### config.mk
export PLATFORM = sky130hd
export DESIGN_NAME = amo_unit
export DESIGN_NICKNAME = d
export VERILOG_FILES = /design/src/rtl/amo_unit.sv
export SDC_FILE = /design/constraint.sdc
export NUM_CORES = 1
export LEC_CHECK = 0
export CAP_MARGIN = 20
export CORE_ASPECT_RATIO = 1.25
export CORE_MARGIN = 2
export CORE_UTILIZATION = 45
export DETAILED_ROUTE_END_ITERATION = 6
export PLACE_DENSITY = 0.7
export SLEW_MARGIN = 20
export SYNTH_ARGS = -nofsm -noshare
export SYNTH_HDL_FRONTEND = slang
export SYNTH_SLANG_ARGS = --single-unit
### constraint.sdc
create_clock -name clk -period 3 [get_ports clk]
set_input_delay 0.6 -clock clk [delete_from_list [all_inputs] [get_ports clk]]
set_output_delay 0.6 -clock clk [all_outputs]
set_load 0.02 [all_outputs]
### src/rtl/amo_unit.sv
// amo_unit: multi-cycle sequencer for RV32A atomics (LR.W, SC.W, AMO*.W).
// Performs the read-modify-write on data memory, retires the old value or the
// SC status to the register file, and owns the single LR/SC reservation.
//
// Memory handshake: mem_req acts as "valid" and mem_ready as "ready". A
// transfer completes on a rising edge where both are high. While mem_req is
// high and mem_ready is low, mem_we/mem_addr/mem_wdata stay constant. For a
// read, mem_rdata is sampled on the completing edge. mem_ready is ignored
// whenever mem_req is low.
module amo_unit #(
  parameter int ADDR_W = 32,
  parameter int XLEN   = 32
) (
  input  logic              clk,
  input  logic              reset_n,
  input  logic              start,
  input  logic [4:0]        funct5,
  input  logic [4:0]        rd,
  input  logic [XLEN-1:0]   rs1_data,
  input  logic [XLEN-1:0]   rs2_data,
  output logic              busy,
  output logic              done,
  output logic              error,
  output logic              mem_req,
  output logic              mem_we,
  output logic [ADDR_W-1:0] mem_addr,
  output logic [XLEN-1:0]   mem_wdata,
  input  logic [XLEN-1:0]   mem_rdata,
  input  logic              mem_ready,
  output logic              reg_write,
  output logic [4:0]        write_reg,
  output logic [XLEN-1:0]   write_data,
  output logic [1:0]        dbg_state
);

  typedef enum logic [1:0] {S_IDLE, S_READ, S_WRITE, S_WB} state_t;

  localparam logic [4:0] F_LR   = 5'b00010;
  localparam logic [4:0] F_SC   = 5'b00011;
  localparam logic [4:0] F_SWAP = 5'b00001;
  localparam logic [4:0] F_ADD  = 5'b00000;
  localparam logic [4:0] F_XOR  = 5'b00100;
  localparam logic [4:0] F_AND  = 5'b01100;
  localparam logic [4:0] F_OR   = 5'b01000;
  localparam logic [4:0] F_MIN  = 5'b10000;
  localparam logic [4:0] F_MAX  = 5'b10100;
  localparam logic [4:0] F_MINU = 5'b11000;
  localparam logic [4:0] F_MAXU = 5'b11100;

  function automatic logic is_legal(input logic [4:0] f);
    case (f)
      F_LR, F_SC, F_SWAP, F_ADD, F_XOR, F_AND, F_OR,
      F_MIN, F_MAX, F_MINU, F_MAXU: is_legal = 1'b1;
      default:                      is_legal = 1'b0;
    endcase
  endfunction

  // New memory value for an AMO; ties in min/max keep the old value.
  function automatic logic [XLEN-1:0] amo_calc(input logic [4:0] f,
                                               input logic [XLEN-1:0] old,
                                               input logic [XLEN-1:0] op);
    case (f)
      F_ADD:   amo_calc = old + op;
      F_XOR:   amo_calc = old ^ op;
      F_AND:   amo_calc = old & op;
      F_OR:    amo_calc = old | op;
      F_MIN:   amo_calc = ($signed(op) < $signed(old)) ? op : old;
      F_MAX:   amo_calc = ($signed(op) > $signed(old)) ? op : old;
      F_MINU:  amo_calc = (op < old) ? op : old;
      F_MAXU:  amo_calc = (op > old) ? op : old;
      default: amo_calc = op;
    endcase
  endfunction

  state_t            state_q, state_d;
  logic [4:0]        funct_q, funct_d;
  logic [4:0]        rd_q, rd_d;
  logic [ADDR_W-1:0] addr_q, addr_d;
  logic [XLEN-1:0]   rs2_q, rs2_d;
  logic [XLEN-1:0]   old_q, old_d;
  logic [XLEN-1:0]   wdata_q, wdata_d;
  logic              err_q, err_d;
  logic              status_q, status_d;
  logic              resv_valid_q, resv_valid_d;
  logic [ADDR_W-1:0] resv_addr_q, resv_addr_d;

  // State and operand registers; reset aborts any operation in flight.
  always_ff @(posedge clk or negedge reset_n) begin
    if (!reset_n) begin
      state_q      <= S_IDLE;
      funct_q      <= '0;
      rd_q         <= '0;
      addr_q       <= '0;
      rs2_q        <= '0;
      old_q        <= '0;
      wdata_q      <= '0;
      err_q        <= 1'b0;
      status_q     <= 1'b0;
      resv_valid_q <= 1'b0;
      resv_addr_q  <= '0;
    end else begin
      state_q      <= state_d;
      funct_q      <= funct_d;
      rd_q         <= rd_d;
      addr_q       <= addr_d;
      rs2_q        <= rs2_d;
      old_q        <= old_d;
      wdata_q      <= wdata_d;
      err_q        <= err_d;
      status_q     <= status_d;
      resv_valid_q <= resv_valid_d;
      resv_addr_q  <= resv_addr_d;
    end
  end

  // Next-state logic: launch, memory sequencing and reservation tracking.
  always_comb begin
    state_d      = state_q;
    funct_d      = funct_q;
    rd_d         = rd_q;
    addr_d       = addr_q;
    rs2_d        = rs2_q;
    old_d        = old_q;
    wdata_d      = wdata_q;
    err_d        = err_q;
    status_d     = status_q;
    resv_valid_d = resv_valid_q;
    resv_addr_d  = resv_addr_q;
    case (state_q)
      S_IDLE: begin
        if (start) begin
          funct_d  = funct5;
          rd_d     = rd;
          addr_d   = rs1_data[ADDR_W-1:0];
          rs2_d    = rs2_data;
          old_d    = '0;
          err_d    = 1'b0;
          status_d = 1'b0;
          // Any SC consumes the reservation, whatever its outcome.
          if (funct5 == F_SC) resv_valid_d = 1'b0;
          if (rs1_data[1:0] != 2'b00 || !is_legal(funct5)) begin
            err_d   = 1'b1;
            state_d = S_WB;
          end else if (funct5 != F_SC) begin
            state_d = S_READ;
          end else if (resv_valid_q && resv_addr_q == rs1_data[ADDR_W-1:0]) begin
            wdata_d = rs2_data;
            state_d = S_WRITE;
          end else begin
            status_d = 1'b1;
            state_d  = S_WB;
          end
        end
      end
      S_READ: begin
        if (mem_ready) begin
          old_d = mem_rdata;
          if (funct_q == F_LR) begin
            resv_valid_d = 1'b1;
            resv_addr_d  = addr_q;
            state_d      = S_WB;
          end else begin
            wdata_d = amo_calc(funct_q, mem_rdata, rs2_q);
            // A store to the reserved word breaks the reservation.
            if (resv_addr_q == addr_q) resv_valid_d = 1'b0;
            state_d = S_WRITE;
          end
        end
      end
      S_WRITE: begin
        if (mem_ready) state_d = S_WB;
      end
      default: begin
        state_d = S_IDLE;
      end
    endcase
  end

  // Outputs decoded purely from registered state.
  always_comb begin
    busy       = (state_q != S_IDLE);
    done       = (state_q == S_WB);
    error      = (state_q == S_WB) && err_q;
    mem_req    = (state_q == S_READ) || (state_q == S_WRITE);
    mem_we     = (state_q == S_WRITE);
    mem_addr   = addr_q;
    mem_wdata  = wdata_q;
    reg_write  = (state_q == S_WB) && (rd_q != 5'd0) && !err_q;
    write_reg  = '0;
    write_data = '0;
    if (state_q == S_WB) begin
      write_reg  = rd_q;
      write_data = (funct_q == F_SC) ? {{(XLEN-1){1'b0}}, status_q} : old_q;
    end
    dbg_state  = state_q;
  end

endmodule

* Word level (Yosys, flattened, before mapping)
Memories as Yosys holds them, arrays and structs flattened.
Index checks and enable logic that the tools add are counted.
** Operators by class
- Multiplexer cells :: 38
- $add $sub $neg :: 1
- Reduce and logical (&&, ||, !) cells :: 20
- Bitwise gates (word level) :: 3
- Order comparisons :: 4
- Eq/ne operators :: 25
** Operators with widths (count)
- $mux 32 :: 14
- $pmux 32 s8 :: 1
- $pmux 32 s2 :: 2
- $eq 32x32->1 :: 2
- $gt 32x32->1 :: 2
- $lt 32x32->1 :: 2
- $add 32x32->32 :: 1
- $and 32x32->32 :: 1
- $or 32x32->32 :: 1
- $xor 32x32->32 :: 1
- $eq 5x5->1 const B :: 4
- $eq 5x2->1 const B :: 3
- $ne 2x2->1 const B :: 7
- $mux 1 :: 13
- $eq 5x4->1 const B :: 2
- $mux 2 :: 5
- $reduce_and 3->1 :: 3
- $reduce_and 7->1 :: 1
- $pmux 2 s3 :: 1
- $reduce_bool 2->1 :: 3
- $eq 5x3->1 const B :: 1
- $logic_not 5->1 :: 1
- $mux 5 :: 1
- $ne 5x2->1 const B :: 1
- 12 further kinds :: 18
** Word-level totals
- Memories kept :: 1
- Register bits after elaboration :: 175
- Input port bits :: 110
- Bits in read-only memories :: 32
- Word-level logic and storage cells :: 103
- Output and inout port bits :: 109
** Memories
- (no name shown) :: words 32, bits a word 1, rd ports 1, clocked after memory_dff 0, write ports 0, line 51 : case (f)

* Logic depth before layout (Yosys ltp)
Gate-level depths: netlist of the first run.
An unclocked memory read counts as a cell.
- Depth in word-level cells :: 8
- Gate-level depth with buffers :: 14
- Depth with buffers taken out :: 12

* Least setup slack after synthesis of the first run
OpenSTA, ideal clock, no wires.
- Path kind :: in2reg
- Start :: input mem_rdata[30]
- End :: register wdata_q[22] (netlist: mem_wdata[22])
- Setup slack :: -416 ps
- Arrival time :: 3290 ps
- Library setup time :: 126 ps
- Stages :: 14
- Path buffers :: 2
- Data required time :: 2874 ps
- Cells stage by stage :: inv_1 > ha_1 > buf_4 > inv_1 > a221oi_2 > o21bai_1 > or4_4 > or3_4 > nand2_2 > o2bb2ai_2 > buf_6 > a222oi_1 > a21oi_1 > a311o_1
** Between the ends
- Cells in the longest elaborated chain, start to end :: 6
- Elaborated cells on any way between the ends :: 12
- Those cells by class :: 4 x order compare; 8 x mux
** Ends and longest elaborated chain
- start: declaration :: line 28 : input logic [XLEN-1:0] mem_rdata,
- $gt 32x32->1 (tied with other cells) :: line 70 : F_MAXU: amo_calc = (op > old) ? op : old;
- $mux 32 (on tied branches)
- $pmux 32 s8 (*) :: line 62 : case (f)
- $mux 32 (*) :: line 158 : if (funct_q == F_LR) begin
- $mux 32 (*) :: line 156 : if (mem_ready) begin
- $pmux 32 s2 (*) :: line 129 : case (state_q)
- end signal: assignment :: line 108 : wdata_q <= wdata_d;
- end: declaration :: line 81 : logic [XLEN-1:0] wdata_q, wdata_d;
Mark *: on every way between the ends. The rest lies on a longest branch, timed or not. The select of a mux whose other input is x is not followed.
A chain may end at the register's enable or synchronous reset.

* Worst setup path in the final report of the first run
- Start :: register rs2_q[26]
- End :: register wdata_q[20] (netlist: mem_wdata[20])
** Between the ends
- Cells in the longest elaborated chain, start to end :: 6
- Elaborated cells on any way between the ends :: 12
- Those cells by class :: 4 x order compare; 8 x mux
** Ends and longest elaborated chain
- start: declaration :: line 79 : logic [XLEN-1:0] rs2_q, rs2_d;
- start signal: assignment :: line 106 : rs2_q <= rs2_d;
- $gt 32x32->1 (tied with other cells) :: line 70
- $mux 32 (on tied branches)
- $pmux 32 s8 (*) :: line 62
- $mux 32 (*) :: line 158
- $mux 32 (*) :: line 156
- $pmux 32 s2 (*) :: line 129
Marks and branches as above.

==> results.ini, run 1 <==
[sta]
fin_crit_sh_pct = 114
worst_clock_skew_ps = 12.0
layout_setup_ws_ps = -432
slew-limit-headroom_pct = 56.7
hold_violations = 0
worst_slew_pin_slew_ps = 648
setup_viol = 32
rsz0062_at_grt = true
hold_ws_ps = 105
setup_tns_ps = -11300
fin_crit_ps = 3430
slew_violations = 0
max_freq_mhz = 291

[synthesis]
async_reset_ff_share_pct = 100
syn-cell-area_um2 = 12400
avgSynthCellArea_um2 = 9.29
synthesis.instances = 1332
synth_edf_count = 0
syn_nets = 1543
ys_types = 73
yosysSeqAreaShare_pct = 35.4
ys_ff_latch = 175
synth-main-ff-cell = dfrtp_1
synth-warning-count = 0

[worst_setup_path]
arrival_ps = 3760
cp-start-kind = register
regToRegEndpoint = mem_wdata[20]
worstPathCellList = inv_1, ha_4, nor4_4, nand4_1, buf_4, nor4b_4, o41a_2, or3_4, buf_6, nand2_4, buf_6, mux2i_4, buf_4, buf_6, a221o_1, a21oi_2, o21ai_1
end_kind = register
r2r_cells = 17
path_buf_inv = 6
crit_type = reg -> reg
slowest_delay_ps = 380
cp_slowest_cell = dfrtp_1
cp_common_cell = buf_6
cp_max_fo = 5
path_depth = 17
crit_family = simple AND/OR/NAND/NOR gates
crit_required_ps = 3330
r2r_slack_ps = -430
r2r-start = rs2_q[26]
crit_path_end = mem_wdata[20]
startpoint = rs2_q[26]

[power_and_ir_drop]
p_per_area_nw_per_um2 = 1040
vdd_ir_drop_max_mv = 0.548
power_leakage_nw = 8.62

[global_route]
use_met1_pct = 33.3
busiest_layer = met2
grt_max_degree = 65
grtUsageMet3_pct = 7.48
grt_overflow = 0
grt_usage_pct = 29.5
antenna_found_initial = 0
grtUsageMet2_pct = 52.5
grt_pass1_wl_um = 67600
grt_pass1_vias = 12800

[final_layout]
stdcell_area_um2 = 18200
layout-drive-gt1-share_pct = 30.4
n_antenna_cell = 0
finalNetCount = 1965
stdcell_count = 2112
n_fill_cell = 2129
syn2layout_area_growth_pct = 47.1

[cts]
cts_root_buf = clkbuf_16
clk_latency_ps = 450
tritoncts = done
cts_hold_buf = 0
clkTransAtPathRegs_ps = 80
cts_max_level = 4
cts_inserted_buffers = 17
clkSinkCount = 175
cts_buffer_depth = 2

[outcome]
violations = setup timing
status = finished with violations

[hold_path]
hold_path.class = in -> async

[flow_run]
max-cap-violations = 0

[floorplan]
start_util_pct = 46.0
die-area_um2 = 28900
rows = 67
design.core.area_um2 = 26900
boundaryPins = 219
fp.dieH_um = 189
dieWidth_um = 152

[placement]
io_buffers = 218
place_congestion = 0.975
placed_cell_area_um2 = 16700
dp.final_hpwl_um = 30300
placedCellCount = 2051
dp_slack_ps = -1350

[route]
ant_nets = 0
drt_iter0_markers = 646
drc_errors = 0
post_drt_wl_per_cell_um = 20.1
via_per_inst = 5.68
via_count = 12000
first_pass_iters = 5
routed_wl_um = 42500

-- synthesized netlist by cell type (all sizes together), types with 4 or more instances --
cell type,count,share of area [%]
inv,94,2.9
a21boi,4,0.24
a22oi,10,0.61
nor4,17,0.86
buf,20,0.86
a221o,14,1.1
o2111ai,7,0.50
dfrtp,175,35
o21bai,7,0.42
xor2,46,3.3
o21ai,108,4.4
nand2,82,2.5
and3,40,2.0
and2,13,0.66
nor2b,18,0.91
a21o,11,0.67
o22a,5,0.35
a31oi,14,0.71
a21oi,79,3.2
clkbuf,64,1.9
xnor2,41,2.9
o211ai,22,1.3
nand3b,5,0.30
a211oi,12,0.73
o31ai,9,0.55
a22o,34,2.4
or2,4,0.20
mux2i,11,0.89
ha,100,10
nor2,71,2.2
nand3,11,0.44
nand4,14,0.71
a221oi,24,1.8
nor3,12,0.49
mux2,94,8.6
-- metal layers --
layer | share of wire [%] | vias up
met1 | 39 | 5823
met5 | 0 | -
met2 | 50 | 420
li1 | - | 5651
met3 | 7.0 | 100
met4 | 3.4 | 0
-- where the power goes --
group,internal (mW),leakage [nW],switching (mW)
Sequential,3.35,2.17,0.791
Clock,1.19,0.291,1.10
Combinational,5.98,6.16,6.46
Total,10.5,8.62,8.35
-- how the worst min path moves through the flow --
stage	slack, ps	end	depth (start not counted)
after global placement	480	old_q[9]	1
final	110	resv_addr_q[13]	1
after detailed placement	480	old_q[21]	1
after CTS	110	resv_addr_q[7]	1
after global routing	130	mem_wdata[30]	1
after floorplan	300	dbg_state[0]	0
-- registers in the layout (all words and copies together), names as in the netlist --
register / flops
dbg_state: 2
funct_q: 5
rs2_q: 32
resv_addr_q: 32
err_q: 1
mem_addr: 32
mem_wdata: 32
status_q: 1
resv_valid_q: 1
old_q: 32
rd_q: 5
-- placed cells by master (no fill, tap or decap), types with 7 or more instances in the layout --
cell type	n
a21oi_1	69
nor2_1	69
a22oi_1	8
nor3_1	12
nor2b_1	16
dlymetal6s2s_1	16
a21o_1	11
inv_1	55
o21ai_1	16
and2_1	10
dfrtp_1	175
ha_1	73
a211oi_1	10
nand2_1	75
o21bai_1	7
buf_6	11
nand3_1	10
buf_4	246
o211ai_1	22
dlygate4sd2_1	24
ha_4	25
xor2_1	46
xnor2_1	41
a221o_1	14
clkdlybuf4s50_1	169
a22o_1	34
o2111ai_1	7
clkbuf_16	17
and3_1	40
o21ai_0	89
a31oi_1	13
nand4_1	14
buf_12	11
mux2_2	94
inv_2	36
nor4_1	12
mux2i_1	10
a221oi_2	17
a21oi_2	10
-- area by class of cell --
class	count	area [µm²]	share of cell area (%)
Sequential cell	175	4380	24.0
Clock inverter	14	166	0.914
Tap cell	345	432	2.37
Multi-Input combinational cell	979	8010	44.0
Inverter	94	373	2.05
Clock buffer	18	429	2.36
Timing Repair Buffer	487	4420	24.3
-- kinds of logic (layout without fill, tap and decap cells) --
kind of cell / count (synthesis) / after routing / synth area share (%)
compound gates: 381 / 381 / 20.6
simple gates: 305 / 305 / 12.5
buf+inv: 178 / 613 / 5.65
flops: 175 / 175 / 35.4
mux: 105 / 105 / 9.44
fa+ha+maj: 101 / 101 / 10.3
xor+xnor: 87 / 87 / 6.16
-- metrics by stage --
step / utilization (%) / total power, mW
floorplan: - / 10.6
global placement: 62.2 / 15.2
detailed placement: 62.2 / 15.4
CTS: 67.1 / 18.6
global route: 67.7 / 20.1
finish: 67.7 / 18.9
-- what timing repair did --
| action | CTS | global route |
|---|---|---|
| buffers inserted | 23 | 5 |
| pin swaps | 47 | 26 |
| setup endpoints to repair | 33 | 63 |
| resized for setup | 148 | 43 |
| gates cloned | 3 | 0 |
-- worst reg2reg max path, cell delays in order, from the launching register on --
cell and delay [ps]:
dfrtp_1 380, inv_1 120, ha_4 230, nor4_4 300, nand4_1 190, buf_4 180, nor4b_4 290, o41a_2 240
or3_4 130, buf_6 90, nand2_4 50, buf_6 120, mux2i_4 190, buf_4 160, buf_6 130, a221o_1 330
a21oi_2 110, o21ai_1 70
No activity file was read; power rests on OpenSTA's default activity.
==> inputs of run 2 (changes only) <==
--- a/config.mk
+++ b/config.mk
@@ -6,9 +6,10 @@
 export NUM_CORES = 1
 export LEC_CHECK = 0
 export CAP_MARGIN = 20
-export CORE_ASPECT_RATIO = 1.25
+export CORE_ASPECT_RATIO = 1.75
 export CORE_MARGIN = 2
 export CORE_UTILIZATION = 45
+export CTS_BUF_LIST = sky130_fd_sc_hd__clkbuf_16
 export DETAILED_ROUTE_END_ITERATION = 6
 export PLACE_DENSITY = 0.7
 export SLEW_MARGIN = 20
==> run 2 against run 1 <==
The flow still finishes with violations (setup timing). Combinational power grew 3%. Via count rose by 3.0%. Power rose by 2.7%. Clock power up 3%. Non-clock buffer count is 7 higher. Design area is 1.1% higher. First-iteration DRC count grew 23%. Core utilization rose by 0.17 points. Sequential share of layout area fell by 0.24 points. Highest routed layer is now met5.
==> results.ini, run 2 (synthesized netlist as in run 1, its figures left out) <==
[outcome]
status = finished with violations
violations = setup timing

[sta]
worst_slew_pin_slew_ps = 758
rsz0062_at_grt = true
worst_clock_skew_ps = 17.6
slew-limit-headroom_pct = 49.0
max_freq_mhz = 288
setup_tns_ps = -12060
layout_setup_ws_ps = -478
setup_viol = 32
hold_ws_ps = 125
hold_violations = 0
slew_violations = 0
fin_crit_sh_pct = 116
fin_crit_ps = 3480

[global_route]
grt_pass1_vias = 13000
grt_overflow = 0
antenna_found_initial = 1
grt_max_degree = 57
grtUsageMet3_pct = 6.98
grt_usage_pct = 34.1
grtUsageMet2_pct = 60.7
use_met1_pct = 31.9
grt_pass1_wl_um = 73400
busiest_layer = met2

[route]
drc_errors = 0
routed_wl_um = 49200
via_per_inst = 5.76
drt_iter0_markers = 795
first_pass_iters = 6
post_drt_wl_per_cell_um = 22.9
via_count = 12300
ant_nets = 0

[floorplan]
start_util_pct = 45.6
boundaryPins = 219
design.core.area_um2 = 27100
fp.dieH_um = 223
rows = 80
dieWidth_um = 129
die-area_um2 = 28900

[worst_setup_path]
end_kind = register
cp-start-kind = register
arrival_ps = 3870
crit_required_ps = 3390
cp_max_fo = 7
crit_type = reg -> reg

[cts]
cts_inserted_buffers = 17
tritoncts = done
clk_latency_ps = 470
clkTransAtPathRegs_ps = 80
cts_buffer_depth = 2
clkSinkCount = 175
cts_root_buf = clkbuf_16
cts_max_level = 4

[placement]
io_buffers = 218
dp.final_hpwl_um = 37000
placedCellCount = 2088
place_congestion = 0.998
dp_slack_ps = -1530

[power_and_ir_drop]
vdd_ir_drop_max_mv = 0.755
p_per_area_nw_per_um2 = 1050
power_leakage_nw = 8.95

[final_layout]
n_fill_cell = 2183
n_antenna_cell = 0
layout-drive-gt1-share_pct = 31.0
finalNetCount = 1973
layout_common_cells = buf_4, dfrtp_1, clkdlybuf4s50_1, mux2_2, o21ai_0
syn2layout_area_growth_pct = 48.7
final_common_cell = buf_4
stdcell_count = 2144

[hold_path]
hold_path.class = in -> async

[flow_run]
max-cap-violations = 0

## run 2: cell count changes in the layout (fill, tap and decap cells not counted), moves of 4 or more
| cell | change |
|---|---|
| a221oi_2 | -5 |
| clkdlybuf4s50_1 | -15 |
| a221oi_1 | +6 |
| buf_6 | +7 |
| buf_4 | +5 |
| inv_2 | -4 |
| dlymetal6s2s_1 | +16 |
## run 2: where the power goes
part	internal (mW)	switching [mW]
combinational	6.00	6.79
sequential	3.35	0.865
clock	1.20	1.16
## run 2: final timing paths
check	startpoint	end	slack (ps)	cells after the start
setup / recovery	rs2_q[30]	mem_wdata[4]	-480	15
hold / removal	reset_n	mem_wdata[11]	120	1
setup reg to reg	rs2_q[30]	mem_wdata[4]	-480	15
hold reg to reg	old_q[13]	old_q[13]	490	1
max in group asynchronous	reset_n	mem_addr[2]	2160	2
min in group clk	old_q[13]	old_q[13]	490	1
## run 2: cell type report
cell class | count | area [µm²] | share of cell area, %
Clock buffer | 17 | 425 | 2.31
Multi-Input combinational cell | 980 | 8110 | 44.1
Clock inverter | 15 | 195 | 1.06
Inverter | 94 | 373 | 2.03
Timing Repair Buffer | 494 | 4460 | 24.2
Sequential cell | 175 | 4380 | 23.8
Tap cell | 369 | 462 | 2.51
## run 2: routing by layer
layer / vias to the layer above / share of wire, % / wire length, µm
met5: - / 0.024 / 12
met4: 2 / 10 / 5050
met3: 212 / 4.9 / 2430
met2: 453 / 52 / 25800
met1: 6026 / 32 / 15900
li1: 5655 / - / -
## run 2: critical path, stage by stage (launching register included)
cell	delay, ps
dfrtp_1	370
inv_2	60
ha_4	320
inv_4	50
a221oi_4	310
o21bai_1	120
or4_4	560
or3_4	420
nand2_4	110
buf_6	110
mux2i_4	260
buf_6	180
buf_6	110
a221o_1	150
o211ai_1	100
a31oi_1	190
## run 2: what timing repair did
| item | 4_1_cts | 5_1_grt |
|---|---|---|
| endpoints found under the hold margin | 0 | 0 |
| resized for setup | 138 | 85 |
| setup buffers | 17 | 12 |
| gates cloned | 1 | 0 |
| pin swaps | 50 | 37 |
| setup endpoints to repair | 64 | 64 |
| hold buffers | 0 | 0 |
## run 2: per-stage QoR
stage | instance area (µm²) | utilization, % | power (mW)
2_1_floorplan | 12600 | - | 10.6
3_3_place_gp | 16900 | 62.1 | 15.6
3_5_place_dp | 16900 | 62.1 | 15.7
4_1_cts | 18100 | 66.6 | 19.0
5_1_grt | 18400 | 67.9 | 20.5
6_report | 18400 | 67.9 | 19.4
==> inputs of run 3 (changes only) <==
--- a/config.mk
+++ b/config.mk
@@ -8,10 +8,10 @@
 export CAP_MARGIN = 20
 export CORE_ASPECT_RATIO = 1.75
 export CORE_MARGIN = 2
-export CORE_UTILIZATION = 45
+export CORE_UTILIZATION = 28
 export CTS_BUF_LIST = sky130_fd_sc_hd__clkbuf_16
 export DETAILED_ROUTE_END_ITERATION = 6
-export PLACE_DENSITY = 0.7
+export PLACE_DENSITY = 0.47
 export SLEW_MARGIN = 20
 export SYNTH_ARGS = -nofsm -noshare
 export SYNTH_HDL_FRONTEND = slang
==> run 3 against run 2 <==
The flow still finishes with violations (setup timing). Critical path depth rose by 1. Via count fell by 2.5%. Maximum frequency rose by 2.8%. Core utilization fell by 25 points. Non-clock buffer count rose by 16. Register-to-register slack improved by 90 ps. Worst hold slack got worse by 73 ps. Critical path type unchanged. Critical endpoint unchanged.
==> results.ini, run 3 (synthesized netlist as in run 1, its figures left out) <==
[outcome]
status = finished with violations
violations = setup timing

[worst_setup_path]
cp_slowest_cell = dfrtp_2
crit_type = reg -> reg
arrival_ps = 3730
regToRegEndpoint = mem_wdata[4]
cp_common_cell = buf_6
r2r-start = rs2_q[2]
end_kind = register
r2r_cells = 16
path_buf_inv = 6
worstPathCellList = buf_6, ha_1, a21oi_2, a21oi_2, buf_4, o41a_4, buf_6, o21ai_4, nand2_4, mux2i_4, buf_4, buf_6, buf_12, a221o_1, o211ai_1, a31oi_1
cp_max_fo = 8
slowest_delay_ps = 500
crit_required_ps = 3340
cp-start-kind = register
r2r_slack_ps = -380
crit_family = compound AO/OA/AOI/OAI gates

[cts]
clkSinkCount = 175
clkTransAtPathRegs_ps = 90
cts_root_buf = clkbuf_16
cts_hold_buf = 0
cts_max_level = 4
cts_inserted_buffers = 17
clk_latency_ps = 480
cts_buffer_depth = 2
tritoncts = done

[final_layout]
layout-drive-gt1-share_pct = 32.8
n_fill_cell = 4302
syn2layout_area_growth_pct = 52.2
final_common_cell = buf_4
stdcell_area_um2 = 18800
layout_common_cells = buf_4, dfrtp_1, clkdlybuf4s50_1, mux2_2, o21ai_0
fin_util_pct = 43.3
finalNetCount = 1989

[power_and_ir_drop]
power.switching_mw = 9.02
vdd_ir_drop_max_mv = 0.414
power.internal_mw = 10.6
p_comb_share_pct = 66.1
switching_share_pct = 45.9
seqPwrFrac_pct = 21.5
power_leakage_nw = 8.69
pwr-share-clk_pct = 12.5
p_per_area_nw_per_um2 = 1040
p_total_mw = 19.7

[sta]
hold_violations = 0
hold_ws_ps = 52.3
fin_crit_sh_pct = 113
slew-limit-headroom_pct = 51.6
layout_setup_ws_ps = -383
setup_viol = 32
setup_tns_ps = -9150
fin_crit_ps = 3380
worst_clock_skew_ps = 20.5
slew_violations = 0
max_freq_mhz = 296
worst_slew_pin_slew_ps = 723
rsz0062_at_grt = true

[global_route]
grt_pass1_vias = 13100
grt_overflow = 0
grt_usage_pct = 23.6
grt_pass1_wl_um = 79800
antenna_found_initial = 1
grt_max_degree = 53

[floorplan]
start_util_pct = 28.5
die-area_um2 = 46000
design.core.area_um2 = 43500
dieWidth_um = 163
rows = 101
fp.dieH_um = 282
boundaryPins = 219

[route]
met2_length_um = 30000
routedLengthMet1_um = 17900
post_drt_wl_per_cell_um = 22.9
first_pass_iters = 4
drc_errors = 0
via_count = 12000
drt_iter0_markers = 570
wl_met3_um = 1800
top_layer = met4
routed_wl_um = 54000
ant_nets = 0
via_per_inst = 5.11

[flow_run]
max-cap-violations = 0

[placement]
place_congestion = 0.896
placed_cell_area_um2 = 17100
dp.final_hpwl_um = 41500
io_buffers = 218

[hold_path]
hold_path.class = in -> async

==> run 3: changes by cell type in the layout (fill, tap and decap cells not counted), moves of 4 or more <==
cell and delta:
a21oi_1 -4, buf_4 +8, inv_12 +5, o21ai_0 -4
dlymetal6s2s_1 -27, inv_2 +5, a211oi_1 -4, buf_6 +5
clkdlybuf4s15_1 +4, inv_1 -4, a211oi_2 +4, dlygate4sd2_1 +22
ha_1 -4
==> run 3: power groups by stage <==
stage	Sequential [mW]	Clock, mW	Combinational, mW
finish	4.22	2.45	13.0
detailed placement	4.25	0	11.8
global placement	4.23	0	11.7
floorplan	4.68	0	5.94
global route	4.37	2.61	14.0
CTS	4.22	2.52	12.6
==> run 3: through the flow <==
step,worst slack (ps),std cells
5_1_grt,-488,2357
6_report,-383,2358
2_1_floorplan,-240,1332
4_1_cts,-366,2339
3_3_place_gp,-1630,2291
3_5_place_dp,-1610,2291
==> run 3: layout make-up <==
type / instances / area (µm²) / area share [%]
Multi-Input combinational cell: 980 / 8190 / 43.4
Clock buffer: 17 / 425 / 2.26
Timing Repair Buffer: 510 / 4550 / 24.2
Clock inverter: 15 / 216 / 1.15
Sequential cell: 175 / 4380 / 23.2
Tap cell: 566 / 708 / 3.76
Inverter: 94 / 370 / 1.97
Antenna cell: 1 / 2.50 / 0.0133
==> run 3: worst max path at each step <==
stage                   from       endpoint  slack (ps)  cells past startpoint
5_1_grt             rs2_q[4]   mem_wdata[4]        -490                     15
3_3_place_gp    mem_rdata[1]  mem_wdata[28]       -1630                     16
2_1_floorplan  mem_rdata[30]  mem_wdata[22]        -240                     14
4_1_cts            rs2_q[30]  mem_wdata[22]        -370                     13
3_5_place_dp    mem_rdata[1]  mem_wdata[28]       -1610                     16
6_report            rs2_q[2]   mem_wdata[4]        -380                     16
==> run 3: repair_timing <==
action	4_1_cts	5_1_grt
pin swaps	43	48
gates cloned	2	1
setup buffers	15	18
resized for setup	186	78
endpoints found under the setup margin	64	37
==> run 3: layer usage <==
layer	GRT usage, %	vias up
met2	46.6	290
met3	3.36	133
met4	17.4	0
met5	0	-
li1	-	5685
met1	21.5	5932
